**src/rtl/pc_seq_pkg.sv**
```systemverilog
// pc_seq_pkg: shared encodings and default vectors for the PC sequencer.
// Latency: n/a (types, constants and one pure function).
// Backpressure: n/a.
package pc_seq_pkg;

  typedef enum logic [1:0] {
    RUN  = 2'd0,
    HOLD = 2'd1,
    PEND = 2'd2
  } pc_state_e;

  // Next-PC source select codes
  typedef enum logic [2:0] {
    SRC_SEQ  = 3'd0,
    SRC_BR   = 3'd1,
    SRC_JMP  = 3'd2,
    SRC_JR   = 3'd3,
    SRC_ERET = 3'd4,
    SRC_EXC  = 3'd5
  } pc_src_e;

  localparam logic [31:0] RESET_VEC_DEF = 32'hBFC00000;
  localparam logic [31:0] EXC_VEC_DEF   = 32'hBFC00380;

  // Fixed request priority; lower-priority requests are simply dropped.
  function automatic pc_src_e pc_src_sel(input logic exc, input logic eret,
                                         input logic jr, input logic jmp,
                                         input logic br);
    if (exc)       return SRC_EXC;
    else if (eret) return SRC_ERET;
    else if (jr)   return SRC_JR;
    else if (jmp)  return SRC_JMP;
    else if (br)   return SRC_BR;
    else           return SRC_SEQ;
  endfunction

endpackage

```
**src/rtl/pc_seq_if.sv**
```systemverilog
// pc_seq_if: control-side request bus and fetch-address results of pc_seq.
// master = decode/execute control driving requests, slave = pc_seq.
// Optional PC_ALIGN_CHECK_EN adds BadVAddr_O / AlignErr_O.
interface pc_seq_if #(
  parameter int ADDR_W = 32
);
  logic              Stall_I;
  logic              Branch_I;
  logic [15:0]       BrOff_I;
  logic              Jump_I;
  logic [25:0]       Target_I;
  logic              JumpReg_I;
  logic [ADDR_W-1:0] RegAddr_I;
  logic              Exc_I;
  logic [ADDR_W-1:0] ExcPC_I;
  logic              Eret_I;
  logic [ADDR_W-1:0] PC_O;
  logic [ADDR_W-1:0] EPC_O;
  logic              Pending_O;
`ifdef PC_ALIGN_CHECK_EN
  logic [ADDR_W-1:0] BadVAddr_O;
  logic              AlignErr_O;
`endif

  modport master (
    output Stall_I, Branch_I, BrOff_I, Jump_I, Target_I, JumpReg_I, RegAddr_I,
           Exc_I, ExcPC_I, Eret_I,
`ifdef PC_ALIGN_CHECK_EN
    input  BadVAddr_O, AlignErr_O,
`endif
    input  PC_O, EPC_O, Pending_O
  );

  modport slave (
    input  Stall_I, Branch_I, BrOff_I, Jump_I, Target_I, JumpReg_I, RegAddr_I,
           Exc_I, ExcPC_I, Eret_I,
`ifdef PC_ALIGN_CHECK_EN
    output BadVAddr_O, AlignErr_O,
`endif
    output PC_O, EPC_O, Pending_O
  );

endinterface

```
**src/rtl/pc_target_calc.sv**
```systemverilog
// pc_target_calc: computes every next-PC candidate from the current PC/EPC.
// Latency: combinational. Backpressure: none.
// Ports: pc/epc/br_off/jmp_idx/reg_addr in; one target per source out.
module pc_target_calc #(
  parameter int          ADDR_W  = 32,
  parameter logic [31:0] EXC_VEC = pc_seq_pkg::EXC_VEC_DEF
) (
  input  logic [ADDR_W-1:0] pc,
  input  logic [ADDR_W-1:0] epc,
  input  logic [15:0]       br_off,
  input  logic [25:0]       jmp_idx,
  input  logic [ADDR_W-1:0] reg_addr,
  output logic [ADDR_W-1:0] seq_tgt,
  output logic [ADDR_W-1:0] br_tgt,
  output logic [ADDR_W-1:0] jmp_tgt,
  output logic [ADDR_W-1:0] jr_tgt,
  output logic [ADDR_W-1:0] eret_tgt,
  output logic [ADDR_W-1:0] exc_tgt
);

  // Word offset sign-extended and turned into a byte offset.
  logic [ADDR_W-1:0] br_off_ext;
  assign br_off_ext = {{(ADDR_W-18){br_off[15]}}, br_off, 2'b00};

  // All sums are ADDR_W wide, so they wrap at the top of the address space.
  assign seq_tgt  = pc + ADDR_W'(4);
  assign br_tgt   = pc + ADDR_W'(4) + br_off_ext;
  assign jmp_tgt  = {pc[ADDR_W-1:28], jmp_idx, 2'b00};
  assign jr_tgt   = reg_addr;
  assign eret_tgt = epc;
  assign exc_tgt  = ADDR_W'(EXC_VEC);

endmodule

```
**src/rtl/pc_seq.sv**
```systemverilog
// pc_seq: PC register, next-PC priority select, EPC and one buffered redirect.
// Latency: one cycle request -> PC_O. Stall_I holds PC; one redirect is
// latched while stalled (youngest wins); Exc_I is never held off by Stall_I.
// Ports: CLK_I, Reset_I (sync active-low), bus (pc_seq_if.slave).
// Optional macro PC_ALIGN_CHECK_EN: misaligned targets become exceptions.
module pc_seq
  import pc_seq_pkg::*;
#(
  parameter int          ADDR_W    = 32,
  parameter logic [31:0] RESET_VEC = RESET_VEC_DEF,
  parameter logic [31:0] EXC_VEC   = EXC_VEC_DEF
) (
  input logic   CLK_I,
  input logic   Reset_I,
  pc_seq_if.slave bus
);

  localparam logic [ADDR_W-1:0] RST_V = ADDR_W'(RESET_VEC);

  pc_state_e         state_q, state_d;
  logic [ADDR_W-1:0] pc_q, pc_d;
  logic [ADDR_W-1:0] epc_q, epc_d;
  logic [ADDR_W-1:0] tgt_q, tgt_d;
`ifdef PC_ALIGN_CHECK_EN
  logic [ADDR_W-1:0] bad_q, bad_d;
  logic              aerr_q, aerr_d;
`endif

  logic [ADDR_W-1:0] seq_tgt, br_tgt, jmp_tgt, jr_tgt, eret_tgt, exc_tgt;
  pc_src_e           src;
  logic [ADDR_W-1:0] sel_tgt;
  logic              redir;
  logic              apply, latch;
  logic [ADDR_W-1:0] upd_tgt;

  pc_target_calc #(
    .ADDR_W (ADDR_W),
    .EXC_VEC(EXC_VEC)
  ) u_calc (
    .pc      (pc_q),
    .epc     (epc_q),
    .br_off  (bus.BrOff_I),
    .jmp_idx (bus.Target_I),
    .reg_addr(bus.RegAddr_I),
    .seq_tgt (seq_tgt),
    .br_tgt  (br_tgt),
    .jmp_tgt (jmp_tgt),
    .jr_tgt  (jr_tgt),
    .eret_tgt(eret_tgt),
    .exc_tgt (exc_tgt)
  );

  assign redir = bus.Eret_I | bus.JumpReg_I | bus.Jump_I | bus.Branch_I;
  assign src   = pc_src_sel(bus.Exc_I, bus.Eret_I, bus.JumpReg_I, bus.Jump_I,
                            bus.Branch_I);

  always_comb begin
    sel_tgt = seq_tgt;
    case (src)
      SRC_BR:   sel_tgt = br_tgt;
      SRC_JMP:  sel_tgt = jmp_tgt;
      SRC_JR:   sel_tgt = jr_tgt;
      SRC_ERET: sel_tgt = eret_tgt;
      SRC_EXC:  sel_tgt = exc_tgt;
      default:  sel_tgt = seq_tgt;
    endcase
  end

  always_comb begin
    state_d = state_q;
    pc_d    = pc_q;
    epc_d   = epc_q;
    tgt_d   = tgt_q;
    apply   = 1'b0;
    latch   = 1'b0;
    upd_tgt = sel_tgt;
`ifdef PC_ALIGN_CHECK_EN
    bad_d   = bad_q;
    aerr_d  = 1'b0;
`endif

    if (bus.Exc_I) begin
      // Exceptions bypass the stall and flush any buffered redirect.
      pc_d    = exc_tgt;
      epc_d   = bus.ExcPC_I;
      state_d = RUN;
    end else begin
      case (state_q)
        PEND: begin
          if (!bus.Stall_I) begin
            // Release the buffered target; this cycle's requests are dropped.
            apply   = 1'b1;
            upd_tgt = tgt_q;
            state_d = RUN;
          end else if (redir) begin
            latch = 1'b1;
          end
        end
        default: begin  // RUN and HOLD share the same per-cycle behaviour
          if (!bus.Stall_I) begin
            apply   = 1'b1;
            state_d = RUN;
          end else if (redir) begin
            latch   = 1'b1;
            state_d = PEND;
          end else begin
            state_d = HOLD;
          end
        end
      endcase
    end

`ifdef PC_ALIGN_CHECK_EN
    if ((apply || latch) && (upd_tgt[1:0] != 2'b00)) begin
      // Misaligned target turns into an exception blamed on the current PC.
      pc_d    = exc_tgt;
      epc_d   = pc_q;
      bad_d   = upd_tgt;
      aerr_d  = 1'b1;
      state_d = RUN;
    end else begin
      if (apply) pc_d = upd_tgt;
      if (latch) tgt_d = upd_tgt;
    end
`else
    if (apply) pc_d = upd_tgt;
    if (latch) tgt_d = upd_tgt;
`endif
  end

  always_ff @(posedge CLK_I) begin
    if (!Reset_I) begin
      state_q <= RUN;
      pc_q    <= RST_V;
      epc_q   <= '0;
      tgt_q   <= '0;
`ifdef PC_ALIGN_CHECK_EN
      bad_q   <= '0;
      aerr_q  <= 1'b0;
`endif
    end else begin
      state_q <= state_d;
      pc_q    <= pc_d;
      epc_q   <= epc_d;
      tgt_q   <= tgt_d;
`ifdef PC_ALIGN_CHECK_EN
      bad_q   <= bad_d;
      aerr_q  <= aerr_d;
`endif
    end
  end

  assign bus.PC_O      = pc_q;
  assign bus.EPC_O     = epc_q;
  assign bus.Pending_O = (state_q == PEND);
`ifdef PC_ALIGN_CHECK_EN
  assign bus.BadVAddr_O = bad_q;
  assign bus.AlignErr_O = aerr_q;
`endif

endmodule

```
**src/flat_wrapper.sv**
```systemverilog
// flat-port wrapper written by rule: the top's interface ports become plain ports
module pc_seq_flat import pc_seq_pkg::*;
#(
  parameter int          ADDR_W    = 32,
  parameter logic [31:0] RESET_VEC = RESET_VEC_DEF,
  parameter logic [31:0] EXC_VEC   = EXC_VEC_DEF
)
  (CLK_I, Reset_I, bus_Stall_I, bus_Branch_I, bus_BrOff_I, bus_Jump_I, bus_Target_I, bus_JumpReg_I, bus_RegAddr_I, bus_Exc_I, bus_ExcPC_I, bus_Eret_I, bus_PC_O, bus_EPC_O, bus_Pending_O);
  pc_seq_if #(.ADDR_W(ADDR_W)) bus_i ();
  input logic CLK_I;
  input logic Reset_I;
  input wire logic [$bits(bus_i.Stall_I)-1:0] bus_Stall_I;
  input wire logic [$bits(bus_i.Branch_I)-1:0] bus_Branch_I;
  input wire logic [$bits(bus_i.BrOff_I)-1:0] bus_BrOff_I;
  input wire logic [$bits(bus_i.Jump_I)-1:0] bus_Jump_I;
  input wire logic [$bits(bus_i.Target_I)-1:0] bus_Target_I;
  input wire logic [$bits(bus_i.JumpReg_I)-1:0] bus_JumpReg_I;
  input wire logic [$bits(bus_i.RegAddr_I)-1:0] bus_RegAddr_I;
  input wire logic [$bits(bus_i.Exc_I)-1:0] bus_Exc_I;
  input wire logic [$bits(bus_i.ExcPC_I)-1:0] bus_ExcPC_I;
  input wire logic [$bits(bus_i.Eret_I)-1:0] bus_Eret_I;
  output wire logic [$bits(bus_i.PC_O)-1:0] bus_PC_O;
  output wire logic [$bits(bus_i.EPC_O)-1:0] bus_EPC_O;
  output wire logic [$bits(bus_i.Pending_O)-1:0] bus_Pending_O;
  assign bus_i.Stall_I = bus_Stall_I;
  assign bus_i.Branch_I = bus_Branch_I;
  assign bus_i.BrOff_I = bus_BrOff_I;
  assign bus_i.Jump_I = bus_Jump_I;
  assign bus_i.Target_I = bus_Target_I;
  assign bus_i.JumpReg_I = bus_JumpReg_I;
  assign bus_i.RegAddr_I = bus_RegAddr_I;
  assign bus_i.Exc_I = bus_Exc_I;
  assign bus_i.ExcPC_I = bus_ExcPC_I;
  assign bus_i.Eret_I = bus_Eret_I;
  assign bus_PC_O = bus_i.PC_O;
  assign bus_EPC_O = bus_i.EPC_O;
  assign bus_Pending_O = bus_i.Pending_O;
  pc_seq #(.ADDR_W(ADDR_W), .RESET_VEC(RESET_VEC), .EXC_VEC(EXC_VEC)) u_core (.CLK_I(CLK_I), .Reset_I(Reset_I), .bus(bus_i));
endmodule
```
**config.mk**
```make
export PLATFORM = sky130hd
export DESIGN_NAME = pc_seq_flat
export DESIGN_NICKNAME = d
export VERILOG_FILES = /design/src/rtl/pc_seq_pkg.sv /design/src/rtl/pc_seq_if.sv /design/src/rtl/pc_target_calc.sv /design/src/rtl/pc_seq.sv /design/src/flat_wrapper.sv
export SDC_FILE = /design/constraint.sdc
export NUM_CORES = 1
export LEC_CHECK = 0
export BUFFER_PORTS_ARGS = -buffer_cell sky130_fd_sc_hd__buf_2
export CELL_PAD_IN_SITES_DETAIL_PLACEMENT = 0
export CELL_PAD_IN_SITES_GLOBAL_PLACEMENT = 1
export CORE_MARGIN = 4
export CORE_UTILIZATION = 44
export DETAILED_ROUTE_END_ITERATION = 10
export PLACE_DENSITY = 0.87
export SLEW_MARGIN = 20
export SYNTH_ARGS = -nofsm -noshare
export SYNTH_HDL_FRONTEND = slang
export SYNTH_HIERARCHICAL = 1
export SYNTH_SLANG_ARGS = --single-unit
```
**constraint.sdc**
```tcl
create_clock -name CLK_I -period 10.83 [get_ports CLK_I]
set_input_delay 2.166 -clock CLK_I [delete_from_list [all_inputs] [get_ports CLK_I]]
set_output_delay 2.166 -clock CLK_I [all_outputs]
set_load 0.01 [all_outputs]
```
==> Word-level counts from Yosys, hierarchy flattened <==
Index checks and enable logic that the tools add are counted.
{ "totals": {"ff_bits": 98, "in_bits": 114, "output_inout_bits": 65, "word_cells": 39} }
{ "classes": {"add_sub_neg": 2, "eq_ne": 7, "mux": 20, "n_bitwise": 4, "n_reduce_logical": 2} }
{ "op_table": {"columns": ["cell", "n"], "rows": [
  ["two-way mux 32 bit", 5],
  ["case mux 32 bit (5 select lines)", 1],
  ["adder 32 x 3 -> 32 bit, second input constant", 1],
  ["adder 32 bit", 1],
  ["two-way mux 3 bit", 4],
  ["two-way mux 2 bit", 4],
  ["equality test 3 x 2 -> 1 bit, second input constant", 2],
  ["equality test 3 bit, second input constant", 2],
  ["two-way mux 1 bit", 6],
  ["equality test 3 x 1 -> 1 bit, second input constant", 1],
  ["OR 1 bit", 3],
  ["equality test 2 bit, second input constant", 1],
  ["inequality test 2 bit, second input constant", 1],
  ["nonzero test 2 bit", 1],
  ["OR reduction 2 bit", 1],
  ["NOT 1 bit", 1]
]} }

==> Longest topological paths before layout <==
{ "depth": {"word_depth": 11, "depth_mapped": 19} }

==> Hierarchy <==
Netlist, hierarchy kept.
{ "by_module_without_submodules": {"columns": ["module", "instances", "cells_each", "area_each_um2", "seq_area_each_um2"], "rows": [
  ["pc_seq", 1, 613, 5124.9, 1961.9],
  ["pc_target_calc", 1, 464, 3310.7, 0.0]
]} }

==> Worst setup path after synthesis <==
No wires, ideal clock.
{ "synth_path": {"path_kind": "input -> register", "from": "in bus_BrOff_I[0]", "to": "reg u_core.tgt_q[18]", "setup_ps": 137, "t_arrival_ps": 4530, "required_ps": 10693, "setup_slack_ps": 6163, "stages": 11, "n_path_buf": 0, "cell_sequence": "ha_1 fa_1 a21o_1 a221oi_2 a2111oi_1 nor2_1 o21bai_1 xor2_1 and3_1 a2111oi_0 a21oi_1"} }
{ "synth_via": {"elab_chain_len": 5} }
{ "synth_rtl": {"columns": ["element", "line_no", "rtl"], "rows": [
  ["from (decl)", "flat_wrapper.sv:14", "input wire logic [$bits(bus_i.BrOff_I)-1:0] bus_BrOff_I;"],
  ["adder 32 bit *", "pc_target_calc.sv:27", "assign br_tgt = pc + ADDR_W'(4) + br_off_ext;"],
  ["via u_core.br_tgt[18]", "pc_seq.sv:29", "logic [ADDR_W-1:0] seq_tgt, br_tgt, jmp_tgt, jr_tgt, eret_tgt, exc_tgt;"],
  ["case mux 32 bit (5 select lines) *", "pc_seq.sv:59", "case (src)"],
  ["two-way mux 32 bit", "pc_seq.sv:90", "if (!bus.Stall_I) begin"],
  ["two-way mux 32 bit", "pc_seq.sv:88", "case (state_q)"],
  ["two-way mux 32 bit *", "pc_seq.sv:82", "if (bus.Exc_I) begin"],
  ["to (signal assigned)", "pc_seq.sv:145", "tgt_q <= tgt_d;"],
  ["to (decl)", "pc_seq.sv:23", "logic [ADDR_W-1:0] tgt_q, tgt_d;"]
]} }
The timed path passes the listed nets; every way through them passes the cells marked *.
A chain may end at the register's enable or synchronous reset.

==> Worst setup path in the final report <==
{ "layout_path": {"from": "in bus_BrOff_I[0]", "to": "reg u_core.tgt_q[30]"} }
Same word-level chain as after synthesis.

==> impl_metrics.ini <==
[status]
status = completed

[route]
drcViolationCount = 0
ant_nets = 0
drt-total-wl_um = 26200
dr_total_vias = 7866
first_iter_violations = 646
vias_per_cell = 5.87
wl_per_cell_um = 19.5
dr.pass1.iters = 5

[synthesis]
synth.distinct_cells = 65
synth-xor-area-share_pct = 5.71
synth-edff-count = 0
ys.flop_type = dfxtp_1
synth_compound_area_share_pct = 27.7
ys_ff_latch = 98
syn_avg_cell_area_um2 = 7.83
netlist_top_cells_area = dfxtp_1 23%, buf_4 12%, a21oi_1 5.0%
async_reset_ff_share_pct = 0
synth_top_area_share_pct = 23.3
ys_seq_area_share_pct = 23.3
synth_area_leader_cell = dfxtp_1
yosys_warnings = 6
synthMuxAreaShare_pct = 4.05
synth_cells = 1077
yosys.area_share.simple_pct = 17.8
synthAdderAreaFrac_pct = 5.13
synth_top_family_by_area = compound AO/OA/AOI/OAI gates
synth_area_um2 = 8440

[die]
die_w_um = 146
initial_utilization_pct = 44.9
die_y_um = 146
fp-row-count = 50
ios = 179
core_area_um2 = 18800
die_area_um2 = 21500

[critical_path]
cp.required_ns = 11.05
r2r_start = u_core/bus.PC_O[2]
r2r_cells = 15
critPathArrivalTime_ns = 5.16
r2r_slack_ns = 6.03
crit_path_start_kind = input pin
crit_type = input pin to flip-flop
crit_path_end_kind = flip-flop
r2r-end = u_core/tgt_q[30]
path_max_fanout = 5

[sta]
finClkSkew_ns = 0.0112
whs_ns = 0.478
fin_crit_sh_pct = 45.6
rsz0062_at_grt = no
hold_viol_final = 0
setup_viol = 0
slew_headroom_pct = 29.2
layout_min_cycle_time_ns = 4.94
worst_slack_ns = 5.89
maxSlewViolCount = 0
worst_slew_pin_slew_ns = 1.06
max_freq_ghz = 0.202
setup-tns-final_ns = 0

[final_layout]
fillers = 1939
final-seq-area_um2 = 1960
final_common_cell = buf_2
diodes = 0
final_cells = 1341
design_area_um2 = 8840
fin_nets = 1250
layout-area-overhead-vs-synth_pct = 4.79
multi_input_area_um2 = 5260
final_layout_size_suffix_gt1_share_pct = 21.2
final_cell_mix = 177 x buf_2, 98 x dfxtp_1, 85 x a21oi_1

[cts]
post_cts_buffers = 0
cts_resized = 0
cts_htree_levels = 3
cts_tree = done
clock-sinks = 98
clockBufferDepth = 2
cts-root-buf = clkbuf_16
clock_latency_ns = 0.36
cts_made_buffers = 9
clkSlewWorstSetupHoldPaths_ns = 0.07
postCtsHoldBufs = 0

[pwr]
ir_worst_vdd_uv = 86.6
leakagePower_nw = 3.83
p_per_area_nw_per_um2 = 118

[place]
placed_area_um2 = 8540
pre_cts_slack_ns = 5.61
io_buffers = 178
routabilityCongestion = 0.877
place_hpwl_um = 19000
placed_cells = 1325

[min_path]
worstHoldStart = u_core/tgt_q[23]
holdPathEnd = u_core/tgt_q[23]
hold_class = flip-flop to flip-flop
hold_path_depth = 2

[grt]
grtUsageTotal_pct = 23.4
antenna_found_initial = 0
overflow = 0
grt_pass1_vias = 7490
grt_first_pass_wirelength_um = 40800
grt_max_degree = 60

[run]
drv_cap = 0
==> kinds of logic (layout without fill, tap and decap cells) <==
logic type | Yosys count | count (layout)
AO/OA/AOI/OAI | 339 | 339
XOR/XNOR | 55 | 55
adder cells (fa/ha/maj) | 34 | 34
buffers and inverters | 224 | 222
flip-flops | 98 | 98
multiplexers | 34 | 34
other | 2 | 34
AND/OR/NAND/NOR | 291 | 291
==> registers in the layout (all words and copies together) (netlist names) <==
register          cells
u_core/bus.EPC_O     32
u_core/bus.PC_O      32
u_core/state_q        2
u_core/tgt_q         32
==> per-stage QoR <==
stage | utilization, % | total power, W
6_report | 47.1 | 0.00104
4_1_cts | 47.1 | 0.00105
2_1_floorplan | - | 0.000657
3_3_place_gp | 45.5 | 0.000723
3_5_place_dp | 45.5 | 0.000723
5_1_grt | 47.1 | 0.00109
==> synth_stat cells, drive strengths merged (3+ instances only) <==
cell and n:
a21o 8, clkbuf 45, nand2 79, and3 31
nand3b 23, o221ai 9, a22o 9, a221oi 10
dfxtp 98, a22oi 23, or3 5, nand3 17
o31a 3, and2 6, o22ai 35, or2 6
o21ai 75, a2111oi 25, nor2b 20, a21oi 85
xnor2 37, nand4 17, inv 19, xor2 18
a211oi 4, buf 160, nor2 61, mux2i 33
nor3 8, ha 33, o31ai 10, nand2b 6
a221o 23, and4 6, o21a 4, a211o 3
==> power breakdown <==
part	switching, W	internal [W]
Sequential	0.0000259	0.000384
Combinational	0.000183	0.000128
Clock	0.000161	0.000162
==> critical path, stage by stage <==
cell and delay, ns:
buf_2 0.09, ha_1 0.23, fa_1 0.25, a21o_1 0.16
a221oi_2 0.10, a2111oi_1 0.68, nor2_1 0.23, o31a_1 0.33
and2_1 0.16, and3_1 0.14, a2111oi_0 0.48, a21oi_1 0.14
==> worst max path at each step <==
stage | from | endpoint | slack [ns] | cells past startpoint
floorplan | bus_BrOff_I[0] | u_core/tgt_q[18] | 6.16 | 11
global placement | bus_BrOff_I[0] | u_core/tgt_q[30] | 5.66 | 12
detailed placement | bus_BrOff_I[0] | u_core/tgt_q[18] | 5.61 | 12
CTS | bus_BrOff_I[0] | u_core/tgt_q[30] | 5.95 | 12
global route | bus_BrOff_I[0] | u_core/tgt_q[30] | 5.54 | 12
finish | bus_BrOff_I[0] | u_core/tgt_q[30] | 5.89 | 12
==> metal layers <==
metal,global-route usage (%),routed length [um],vias to the layer above
li1,-,-,3843
met1,31.1,11600,3674
met2,39.5,12300,318
met3,4.03,1860,31
met4,5.93,471,0
met5,0,0,-
==> final cells by class <==
class                   instances  share of cell area, %
multi-input cells             787                   59.5
flip-flops and latches         98                   22.2
repair buffers                187                   10.9
well taps                     234                   3.31
clock buffers                   9                   2.55
clock inverters                 7                  0.807
inverters                      19                  0.807
No activity file was read; power rests on OpenSTA's default activity.
